===== config.mk =====
export PLATFORM = sky130hd
export DESIGN_NAME = sbox_share_ctrl_flat
export DESIGN_NICKNAME = d
export VERILOG_FILES = /design/src/rtl/sbox_share_if.sv /design/src/rtl/sbox_share_ctrl.sv /design/src/flat_wrapper.sv
export SDC_FILE = /design/constraint.sdc
export NUM_CORES = 2
export LEC_CHECK = 0
export CORE_ASPECT_RATIO = 0.6
export CORE_MARGIN = 5
export CORE_UTILIZATION = 35
export DETAILED_ROUTE_END_ITERATION = 8
export PLACE_DENSITY_LB_ADDON = 0.12
export SYNTH_ARGS = -nofsm -noshare
export SYNTH_HDL_FRONTEND = slang
export SYNTH_SLANG_ARGS = --single-unit
export TNS_END_PERCENT = 10

===== constraint.sdc =====
create_clock -name clk -period 22.2 [get_ports clk]
set_input_delay 4.44 -clock clk [delete_from_list [all_inputs] [get_ports clk]]
set_output_delay 4.44 -clock clk [all_outputs]
set_load 0.005 [all_outputs]

===== src/rtl/sbox_share_if.sv =====
// Handshake/bus bundle between the two S-box requesters (round datapath,
// key schedule) and the shared S-box controller.
interface sbox_share_if;
  logic         st_req;
  logic [127:0] st_in;
  logic         st_gnt;
  logic         st_done;
  logic [127:0] st_out;
  logic         kw_req;
  logic [31:0]  kw_in;
  logic         kw_gnt;
  logic         kw_done;
  logic [31:0]  kw_out;
  logic         busy;

  modport master (
    output st_req, st_in, kw_req, kw_in,
    input  st_gnt, st_done, st_out, kw_gnt, kw_done, kw_out, busy
  );

  modport slave (
    input  st_req, st_in, kw_req, kw_in,
    output st_gnt, st_done, st_out, kw_gnt, kw_done, kw_out, busy
  );
endinterface


===== src/rtl/sbox_share_ctrl.sv =====
// Shared AES forward S-box bank. Two requesters (128-bit SubBytes state,
// 32-bit SubWord key word) are round-robin arbitrated; the granted operand
// is captured into a work buffer and LANES bytes per cycle are substituted
// in place until the operand is done.

// One S-box lane: multiplicative inverse in GF(2^8) followed by the AES
// affine transform.
module sbox_lane (
  input  logic [7:0] din,
  output logic [7:0] dout
);
  function automatic logic [7:0] gmul(input logic [7:0] a, input logic [7:0] b);
    logic [7:0] p;
    logic [7:0] x;
    p = '0;
    x = a;
    for (int i = 0; i < 8; i++) begin
      if (b[i]) p = p ^ x;
      x = {x[6:0], 1'b0} ^ (x[7] ? 8'h1b : 8'h00);
    end
    return p;
  endfunction

  logic [7:0] inv;
  logic [7:0] sq;

  // inverse as din^254 (254 = 0b11111110); 0 maps to 0 naturally
  always_comb begin
    inv = 8'h01;
    sq  = din;
    for (int i = 1; i < 8; i++) begin
      sq  = gmul(sq, sq);
      inv = gmul(inv, sq);
    end
  end

  assign dout = inv ^ {inv[6:0], inv[7]} ^ {inv[5:0], inv[7:6]}
              ^ {inv[4:0], inv[7:5]} ^ {inv[3:0], inv[7:4]} ^ 8'h63;
endmodule

module sbox_share_ctrl #(
  parameter int LANES = 4
) (
  input  logic       clk,
  input  logic       rst_n,
  sbox_share_if.slave bus
);
  if (!(LANES == 1 || LANES == 2 || LANES == 4)) begin : g_bad_lanes
    $error("sbox_share_ctrl: LANES must be 1, 2 or 4");
  end

  localparam int ST_BATCHES = 16 / LANES;
  localparam int KW_BATCHES = 4 / LANES;

  typedef enum logic [1:0] {IDLE, ST_RUN, KW_RUN} state_t;

  state_t                   state, state_nx;
  logic [3:0]               cnt;
  logic                     prio_kw;
  logic [0:15][7:0]         wbuf, wbuf_nx;   // byte i at wbuf[i] (MSB first)
  logic [3:0]               base;
  logic                     last;
  logic                     gnt_st, gnt_kw;
  logic [LANES-1:0][3:0]    idx;
  logic [LANES-1:0][7:0]    lane_in, lane_out;
  logic [127:0]             st_out_q;
  logic [31:0]              kw_out_q;
  logic                     st_done_q, kw_done_q;

  // Key words live in the low four buffer bytes
  assign base = (state == KW_RUN) ? 4'd12 : 4'd0;
  assign last = (state == ST_RUN) ? (cnt == 4'(ST_BATCHES - 1))
                                  : (cnt == 4'(KW_BATCHES - 1));

  for (genvar l = 0; l < LANES; l++) begin : g_lane
    assign idx[l]     = 4'(int'(base) + int'(cnt) * LANES + l);
    assign lane_in[l] = wbuf[idx[l]];
    sbox_lane u_lane (.din(lane_in[l]), .dout(lane_out[l]));
  end

  // Arbitration: grants only from IDLE; on a tie the prio side wins.
  // Gated by reset so every output reads 0 while reset is held.
  always_comb begin
    gnt_st = 1'b0;
    gnt_kw = 1'b0;
    if (state == IDLE && rst_n) begin
      if (bus.st_req && bus.kw_req) begin
        if (prio_kw) gnt_kw = 1'b1;
        else         gnt_st = 1'b1;
      end else begin
        gnt_st = bus.st_req;
        gnt_kw = bus.kw_req;
      end
    end
  end

  // Next state
  always_comb begin
    state_nx = state;
    case (state)
      IDLE: begin
        if (gnt_st)      state_nx = ST_RUN;
        else if (gnt_kw) state_nx = KW_RUN;
      end
      ST_RUN, KW_RUN: if (last) state_nx = IDLE;
      default: state_nx = IDLE;
    endcase
  end

  // Buffer with the current batch substituted in place
  always_comb begin
    wbuf_nx = wbuf;
    if (state != IDLE) begin
      for (int l = 0; l < LANES; l++) wbuf_nx[idx[l]] = lane_out[l];
    end
  end

  // State register
  always_ff @(posedge clk or negedge rst_n) begin
    if (!rst_n) state <= IDLE;
    else        state <= state_nx;
  end

  // Capture, per-batch write-back, result load and done pulses
  always_ff @(posedge clk or negedge rst_n) begin
    if (!rst_n) begin
      cnt       <= '0;
      prio_kw   <= 1'b1;
      wbuf      <= '0;
      st_out_q  <= '0;
      kw_out_q  <= '0;
      st_done_q <= 1'b0;
      kw_done_q <= 1'b0;
    end else begin
      st_done_q <= 1'b0;
      kw_done_q <= 1'b0;
      case (state)
        IDLE: begin
          if (gnt_st) begin
            wbuf    <= bus.st_in;
            cnt     <= '0;
            prio_kw <= 1'b1;
          end else if (gnt_kw) begin
            wbuf    <= {96'b0, bus.kw_in};
            cnt     <= '0;
            prio_kw <= 1'b0;
          end
        end
        ST_RUN: begin
          wbuf <= wbuf_nx;
          cnt  <= cnt + 4'd1;
          if (last) begin
            st_out_q  <= wbuf_nx;
            st_done_q <= 1'b1;
          end
        end
        KW_RUN: begin
          wbuf <= wbuf_nx;
          cnt  <= cnt + 4'd1;
          if (last) begin
            kw_out_q  <= wbuf_nx[12:15];
            kw_done_q <= 1'b1;
          end
        end
        default: ;
      endcase
    end
  end

  assign bus.st_gnt  = gnt_st;
  assign bus.kw_gnt  = gnt_kw;
  assign bus.st_done = st_done_q;
  assign bus.kw_done = kw_done_q;
  assign bus.st_out  = st_out_q;
  assign bus.kw_out  = kw_out_q;
  assign bus.busy    = (state != IDLE);
endmodule


===== src/flat_wrapper.sv =====
// flat-port wrapper written by rule: the top's interface ports become plain ports
module sbox_share_ctrl_flat 
#(
  parameter int LANES = 4
)
  (clk, rst_n, bus_st_req, bus_st_in, bus_kw_req, bus_kw_in, bus_st_gnt, bus_st_done, bus_st_out, bus_kw_gnt, bus_kw_done, bus_kw_out, bus_busy);
  sbox_share_if bus_i ();
  input  logic clk;
  input  logic rst_n;
  input wire logic [$bits(bus_i.st_req)-1:0] bus_st_req;
  input wire logic [$bits(bus_i.st_in)-1:0] bus_st_in;
  input wire logic [$bits(bus_i.kw_req)-1:0] bus_kw_req;
  input wire logic [$bits(bus_i.kw_in)-1:0] bus_kw_in;
  output wire logic [$bits(bus_i.st_gnt)-1:0] bus_st_gnt;
  output wire logic [$bits(bus_i.st_done)-1:0] bus_st_done;
  output wire logic [$bits(bus_i.st_out)-1:0] bus_st_out;
  output wire logic [$bits(bus_i.kw_gnt)-1:0] bus_kw_gnt;
  output wire logic [$bits(bus_i.kw_done)-1:0] bus_kw_done;
  output wire logic [$bits(bus_i.kw_out)-1:0] bus_kw_out;
  output wire logic [$bits(bus_i.busy)-1:0] bus_busy;
  assign bus_i.st_req = bus_st_req;
  assign bus_i.st_in = bus_st_in;
  assign bus_i.kw_req = bus_kw_req;
  assign bus_i.kw_in = bus_kw_in;
  assign bus_st_gnt = bus_i.st_gnt;
  assign bus_st_done = bus_i.st_done;
  assign bus_st_out = bus_i.st_out;
  assign bus_kw_gnt = bus_i.kw_gnt;
  assign bus_kw_done = bus_i.kw_done;
  assign bus_kw_out = bus_i.kw_out;
  assign bus_busy = bus_i.busy;
  sbox_share_ctrl #(.LANES(LANES)) u_core (.clk(clk), .rst_n(rst_n), .bus(bus_i));
endmodule

* Yosys cells after proc, flatten, opt, wreduce, memory -nomap -nowiden
Cells that the tools add are included.
** Operators by class
- Add/subtract/negate cells :: 5
- Reduce and logical (&&, ||, !) cells :: 17
- Equal/unequal tests :: 5
- Bitwise gates (word level) :: 780
- Mux-type cells :: 860
- $lt $le $gt $ge :: 8
** Operators by type and width (count)
- $mux W8 :: 432
- $xor A8 B8 Y8 :: 380
- $xor A8 B5 Y8 :: 364
- $mux W5 :: 368
- $bwmux W128 :: 4
- $mux W128 :: 3
- $pmux W128 S2 :: 1
- $bmux W8 S4 :: 4
- $demux W8 S4 :: 4
- $mux W4 :: 7
- $mux W7 :: 4
- $not A1 Y1 const A :: 28
- $mux W6 :: 4
- $ge A5 B5 Y1 const B :: 4
- $lt A5 B1 Y1 const B :: 4
- $not A4 Y5 :: 4
- $mux W1 :: 16
- $not A4 Y4 :: 4
- $mux W2 :: 7
- $mux W3 :: 4
- $reduce_and A2 Y1 :: 5
- $add A4 B3 Y4 const B :: 2
- $pmux W4 S2 :: 1
- $logic_and A1 B1 Y1 :: 6
- 13 further kinds :: 15
** Word-level totals
- Register bits :: 297
- Bits of input ports :: 164
- Output and inout port bits :: 165

* Depth between registers and ports, before layout
- Word-level depth :: 145
- Mapped depth :: 88
- Depth with buffers taken out :: 70

* Hierarchy
A second synthesis with hierarchy kept.
** Second synthesis, totals
- Cell total of the unflattened synthesis :: 9747
- Area total of the unflattened synthesis :: 77927.2 um2
** By module, submodules not included
- sbox_lane :: cells each 1942, instances 4, area each 15220.8 um2
- sbox_share_ctrl :: cells each 1979, instances 1, area each 17043.8 um2

* Least setup slack after synthesis
Ideal clock, no wire load.
- Kind :: flip-flop to flip-flop
- From :: reg u_core.state[0]
- To :: reg u_core.kw_out_q[14] (netlist: u_core.bus.kw_out[14])
- Setup slack :: 3.508 ns
- Path buffers :: 18
- Stages on the path, launching flop included :: 84
- Arrival :: 18.559 ns
- Period minus slack after synthesis :: 18.692 ns
- Required time :: 22.067 ns
- Path through :: dfrtp_1 inv_1 ha_1 buf_6 xor2_4 buf_6 buf_12 buf_12 buf_8 buf_6 buf_8 buf_12 buf_8 buf_4 mux4_2 ha_1 clkbuf_1 xnor2_1 (+48 left out) a21oi_1 xnor2_1 xnor2_1 inv_2 xnor2_1 xnor2_2 nor2_1 xnor2_1 mux2i_1 xnor2_1 xnor2_1 xnor2_1 xnor3_1 xor2_2 xor2_1 nor2_1 a21oi_1 o21ai_0
** On the way
- Longest elaborated chain between the ends :: 141
- Elaborated cells on any way between the ends :: 1611
- Classes of those cells :: add/sub: 4; order compare: 8; eq/ne: 2; mux: 839; bitwise: 752; reduce/logical: 6
** RTL lines
- start: declaration :: line sbox_share_ctrl.sv:57 : state_t state, state_nx;
- start signal: assignment :: line sbox_share_ctrl.sv:121 : else state <= state_nx;
- $eq A2 B2 Y1 :: line sbox_share_ctrl.sv:71, sbox_share_ctrl.sv:137
- $mux W4 :: line sbox_share_ctrl.sv:71 : assign base = (state == KW_RUN) ? 4'd12 : 4'd0;
- $add A4 B4 Y4 :: line sbox_share_ctrl.sv:76 : assign idx[l] = 4'(int'(base) + int'(cnt) * LANES + l);
- $add A4 B2 Y4 or $not A4 Y5 (tied branches) :: line sbox_share_ctrl.sv:76, sbox_share_ctrl.sv:77, sbox_share_ctrl.sv:114
- $not A4 Y5 (implied by the code) or $bmux W8 S4 (tied branches) :: line sbox_share_ctrl.sv:77, sbox_share_ctrl.sv:114
- $bmux W8 S4 or $mux W8 (tied branches) :: line sbox_share_ctrl.sv:77 : assign lane_in[l] = wbuf[idx[l]];
- $mux W8 (implied by the code) :: line sbox_share_ctrl.sv:77
- $mux W8 (implied by the code) or $mux W5 (tied branches) :: line sbox_share_ctrl.sv:77, sbox_share_ctrl.sv:19
- (+123 left out)
- $mux W8 or $xor A8 B8 Y8 (tied branches) :: line sbox_share_ctrl.sv:18, sbox_share_ctrl.sv:37
- $xor A8 B8 Y8 :: line sbox_share_ctrl.sv:37 : assign dout = inv ^ {inv[6:0], inv[7]} ^ {inv[5:0], inv[7:6]}
- $xor A8 B8 Y8, on equally long branches :: line sbox_share_ctrl.sv:37, sbox_share_ctrl.sv:38
- $xor A8 B8 Y8 :: line sbox_share_ctrl.sv:38 : ^ {inv[4:0], inv[7:5]} ^ {inv[3:0], inv[7:4]} ^ 8'h63;
- $xor A8 B8 Y8 or $not A4 Y4 (tied branches)
- $not A4 Y4 (no source line) or $bwmux W128 (tied branches)
- $bwmux W128 (3 in series) :: line sbox_share_ctrl.sv:114 : for (int l = 0; l < LANES; l++) wbuf_nx[idx[l]] = lane_out[l];
- $mux W128 :: line sbox_share_ctrl.sv:113 : if (state != IDLE) begin
- end signal: assignment :: line sbox_share_ctrl.sv:161 : kw_out_q <= wbuf_nx[12:15];
- end: declaration :: line sbox_share_ctrl.sv:67 : logic [31:0] kw_out_q;
Parallel ways exist; a longest one is shown, timed or not. The select of a mux whose other input is x is not followed.
A chain may end at the register's enable or synchronous reset.

* Final worst setup path
- From :: reg u_core.state[0]
- To :: reg u_core.kw_out_q[12] (netlist: u_core.bus.kw_out[12])
** On the way
- Longest elaborated chain between the ends :: 140
- Elaborated cells on any way between the ends :: 1607
- Classes of those cells :: add/sub: 4; order compare: 8; eq/ne: 2; mux: 839; bitwise: 748; reduce/logical: 6
** RTL lines
- $eq A2 B2 Y1 :: line sbox_share_ctrl.sv:71, sbox_share_ctrl.sv:137
- $mux W4 :: line sbox_share_ctrl.sv:71
- $add A4 B4 Y4 :: line sbox_share_ctrl.sv:76
- $add A4 B2 Y4 or $not A4 Y5 (tied branches) :: line sbox_share_ctrl.sv:76, sbox_share_ctrl.sv:77, sbox_share_ctrl.sv:114
- $not A4 Y5 (implied by the code) or $bmux W8 S4 (tied branches) :: line sbox_share_ctrl.sv:77, sbox_share_ctrl.sv:114
- $bmux W8 S4 or $mux W8 (tied branches) :: line sbox_share_ctrl.sv:77
- $mux W8 (implied by the code) :: line sbox_share_ctrl.sv:77
- $mux W8 (implied by the code), or another cell as far along :: line sbox_share_ctrl.sv:77
- (+122 left out)
- $xor A8 B8 Y8 or $mux W8 (tied branches) :: line sbox_share_ctrl.sv:18 : if (b[i]) p = p ^ x;
- $mux W8 or $xor A8 B8 Y8 (tied branches) :: line sbox_share_ctrl.sv:18, sbox_share_ctrl.sv:37
- $xor A8 B8 Y8 :: line sbox_share_ctrl.sv:37
- $xor A8 B8 Y8, on equally long branches :: line sbox_share_ctrl.sv:37, sbox_share_ctrl.sv:38
- $xor A8 B8 Y8 :: line sbox_share_ctrl.sv:38
- $xor A8 B8 Y8 or $bwmux W128 (tied branches) :: line sbox_share_ctrl.sv:38, sbox_share_ctrl.sv:114
- $bwmux W128 (3 in series) :: line sbox_share_ctrl.sv:114
- $mux W128 :: line sbox_share_ctrl.sv:113
Parallel ways exist; a longest one is shown, timed or not. The select of a mux whose other input is x is not followed.

==> run metrics <==
post-route clock period utilization 94.7%; FP Rows 134; highest clock rate 47.6 MHz; Global Route met2 Usage 35.3%; Cells after DPL 13199; Syn Inst Count 10221; CP Max Fanout 30; final instance area 0.0864 mm²; clock buffer depth 3; most frequent cells in the layout xnor2_1 (1614), nor2_1 (1327), nand2_1 (1131); initial DRC count 8863; Pre-antenna DRT Iters 7; initial antenna violation count 7; chip height 375 µm; post-synthesis net count 10420; vias per cell 5.75; Yosys Warn Count 0; Reg clk slew, reported paths 0.07 ns; Synth-to-Final Area Change 11.1%; largest net degree at the start of global routing 143; unrepaired setup endpoints after global routing no; sequential element share of the synthesized area 9.55%; # port buffers 328; Worst Path Class, Setup reg -> reg; worst skew pair latency 0.61 ns; GRT overflow 0; min cycle time layout 21.01 ns; routed wire length 305000 µm; Crit. End Element register; CTS tree done; ys flop type dfrtp_1; H-tree levels 1; Finished Layout Cells 13259; CP peak stage delay 0.71 ns; nets 10441; final core occ 39.0%; routability congestion estimate 0.932; via count 76263; first-pass GRT wire length 463000 µm; CP Launch Type register; hold crit path type reg -> reg; die width 619 µm; vias in the first global route 70636; global-route layer with the greatest usage met1; dpl hpwl 231000 µm; synthesized area per cell 7.61 µm²; Worst path most repeated cell xnor2_1; Mapped Area 0.0778 mm²; flop-to-flop setup slack 1.19 ns; # IOs 329; DRC errors left 0; CTS buffer count 28; gr usage total 24.9%; wire per inst 23.0 µm; core outline area 0.222 mm²; fill cell count 22793; Critical Path RT 22.72 ns; Root Driver clkbuf_16; CP arrival 21.53 ns; FFs w/ async S/R, synth 100%; relative slew slack 9.10%; commonest non-fill, non-tap cell in the layout xnor2_1; Final Hold Viols 0; status complete, no violations; FF+latch count, synth 297; GR Util met3 3.89%; die area 0.232 mm²; maxcap violations 0; number of synthesized flops with an enable pin 0; Placed Instance Area 0.0850 mm²; GR met1 Demand/Resource 40.4%; top-area cell type share of the netlist area 18.8%; share of layout cells above drive strength 1 9.42%; Crit-path slowest cell ha_1; Initial Utilization 35.1%; area leader, netlist xnor2_1; Yosys cell types 131; DRT antenna net count 0; Setup-failing EPs final 0; clk sink count 297; Fin Setup TNS 0 ns; dominant cells by area after synthesis xnor2_1 (19%), dfrtp_1 (9.5%), xnor3_1 (8.0%); Setup Skew 0.0160 ns; Max Transition Viols Final 0; actual slew at the worst max-slew pin 1.35 ns
-- per-layer routing --
metal | share of wire [%] | vias to the layer above
met1 | 50 | 37220
met2 | 41 | 3182
met4 | 0.69 | 2
met3 | 8.7 | 171
li1 | - | 35688
met5 | 0.0043 | -
-- path summary, 6_finish.rpt --
path / start / endpoint / cells after the start
setup / recovery: u_core.state[0] / u_core.bus.kw_out[12] / 73
hold / removal: u_core.bus.st_out[116] / u_core.bus.st_out[116] / 2
setup reg to reg: u_core.state[0] / u_core.bus.kw_out[12] / 73
hold reg to reg: u_core.bus.st_out[116] / u_core.bus.st_out[116] / 2
max in group asynchronous: rst_n / u_core.bus.st_out[86] / 3
min in group asynchronous: rst_n / u_core.bus.st_out[26] / 1
-- state kept, by name, summed over array words and instances, names as in the netlist --
signal,cells
u_core.state,2
u_core.cnt,4
u_core.bus.kw_done,1
u_core.bus.kw_out,32
u_core.wbuf,128
u_core.bus.st_done,1
u_core.bus.st_out,128
u_core.prio_kw,1
-- logic make-up after synthesis --
family,count (synthesis),synth area share [%]
and+or+nand+nor,3574,20.3
xor gates and xnor gates,2697,38.5
AOI/OAI and AO/OA,2158,18.2
buffers and inverters,908,5.10
muxes,544,7.69
DFF,297,9.55
adders and majority gates,43,0.666
-- through the flow --
step                worst slack [ns]  hold WS [ns]
finish                          1.19         0.470
global route                  0.0192         0.500
CTS                           0.0366         0.480
detailed placement             0.175         0.465
global placement               0.504         0.464
floorplan                       3.51         0.462
-- Yosys cell counts (75+ instances only) --
master	instances
a211oi_1	79
a21oi_1	469
a22oi_1	95
a31oi_1	107
and3_1	78
buf_2	130
clkbuf_1	472
dfrtp_1	296
inv_1	144
mux2i_1	436
nand2_1	1133
nand2b_1	75
nand3_1	259
nor2_1	1333
nor3_1	277
o21ai_0	469
o21ai_1	136
o22ai_1	140
xnor2_1	1667
xnor2_2	135
xnor3_1	277
xor2_1	499
-- worst max-delay path, delay by kind of cell (launching register included) --
| family | cells | cell delay (ns) |
|---|---|---|
| AOI/OAI and AO/OA | 11 | 2.63 |
| xor gates and xnor gates | 31 | 10.09 |
| adders and majority gates | 4 | 2.05 |
| and+or+nand+nor | 14 | 2.35 |
| muxes | 3 | 0.86 |
| DFF | 1 | 0.41 |
| buffers and inverters | 10 | 2.46 |
-- what timing repair did --
item | in CTS | in global routing
buffers inserted | 0 | 3
resized for setup | 0 | 60
hold buffers | 0 | 0
endpoints found under the hold margin | 0 | 0
endpoints found under the setup margin | 0 | 277
-- cell type report --
type	instances	area, µm²	area share (%)
multi-input cells	9018	67400	77.9
flip-flops and latches	297	7430	8.60
repair buffers	717	6230	7.21
well taps	2992	3740	4.33
clock buffers	43	837	0.968
inverters	180	679	0.786
clock inverters	9	135	0.156
diodes	3	7.51	0.00868
Power is not shown: default switching activity piles up to over one toggle a cycle in this logic, so the estimate is an artifact.
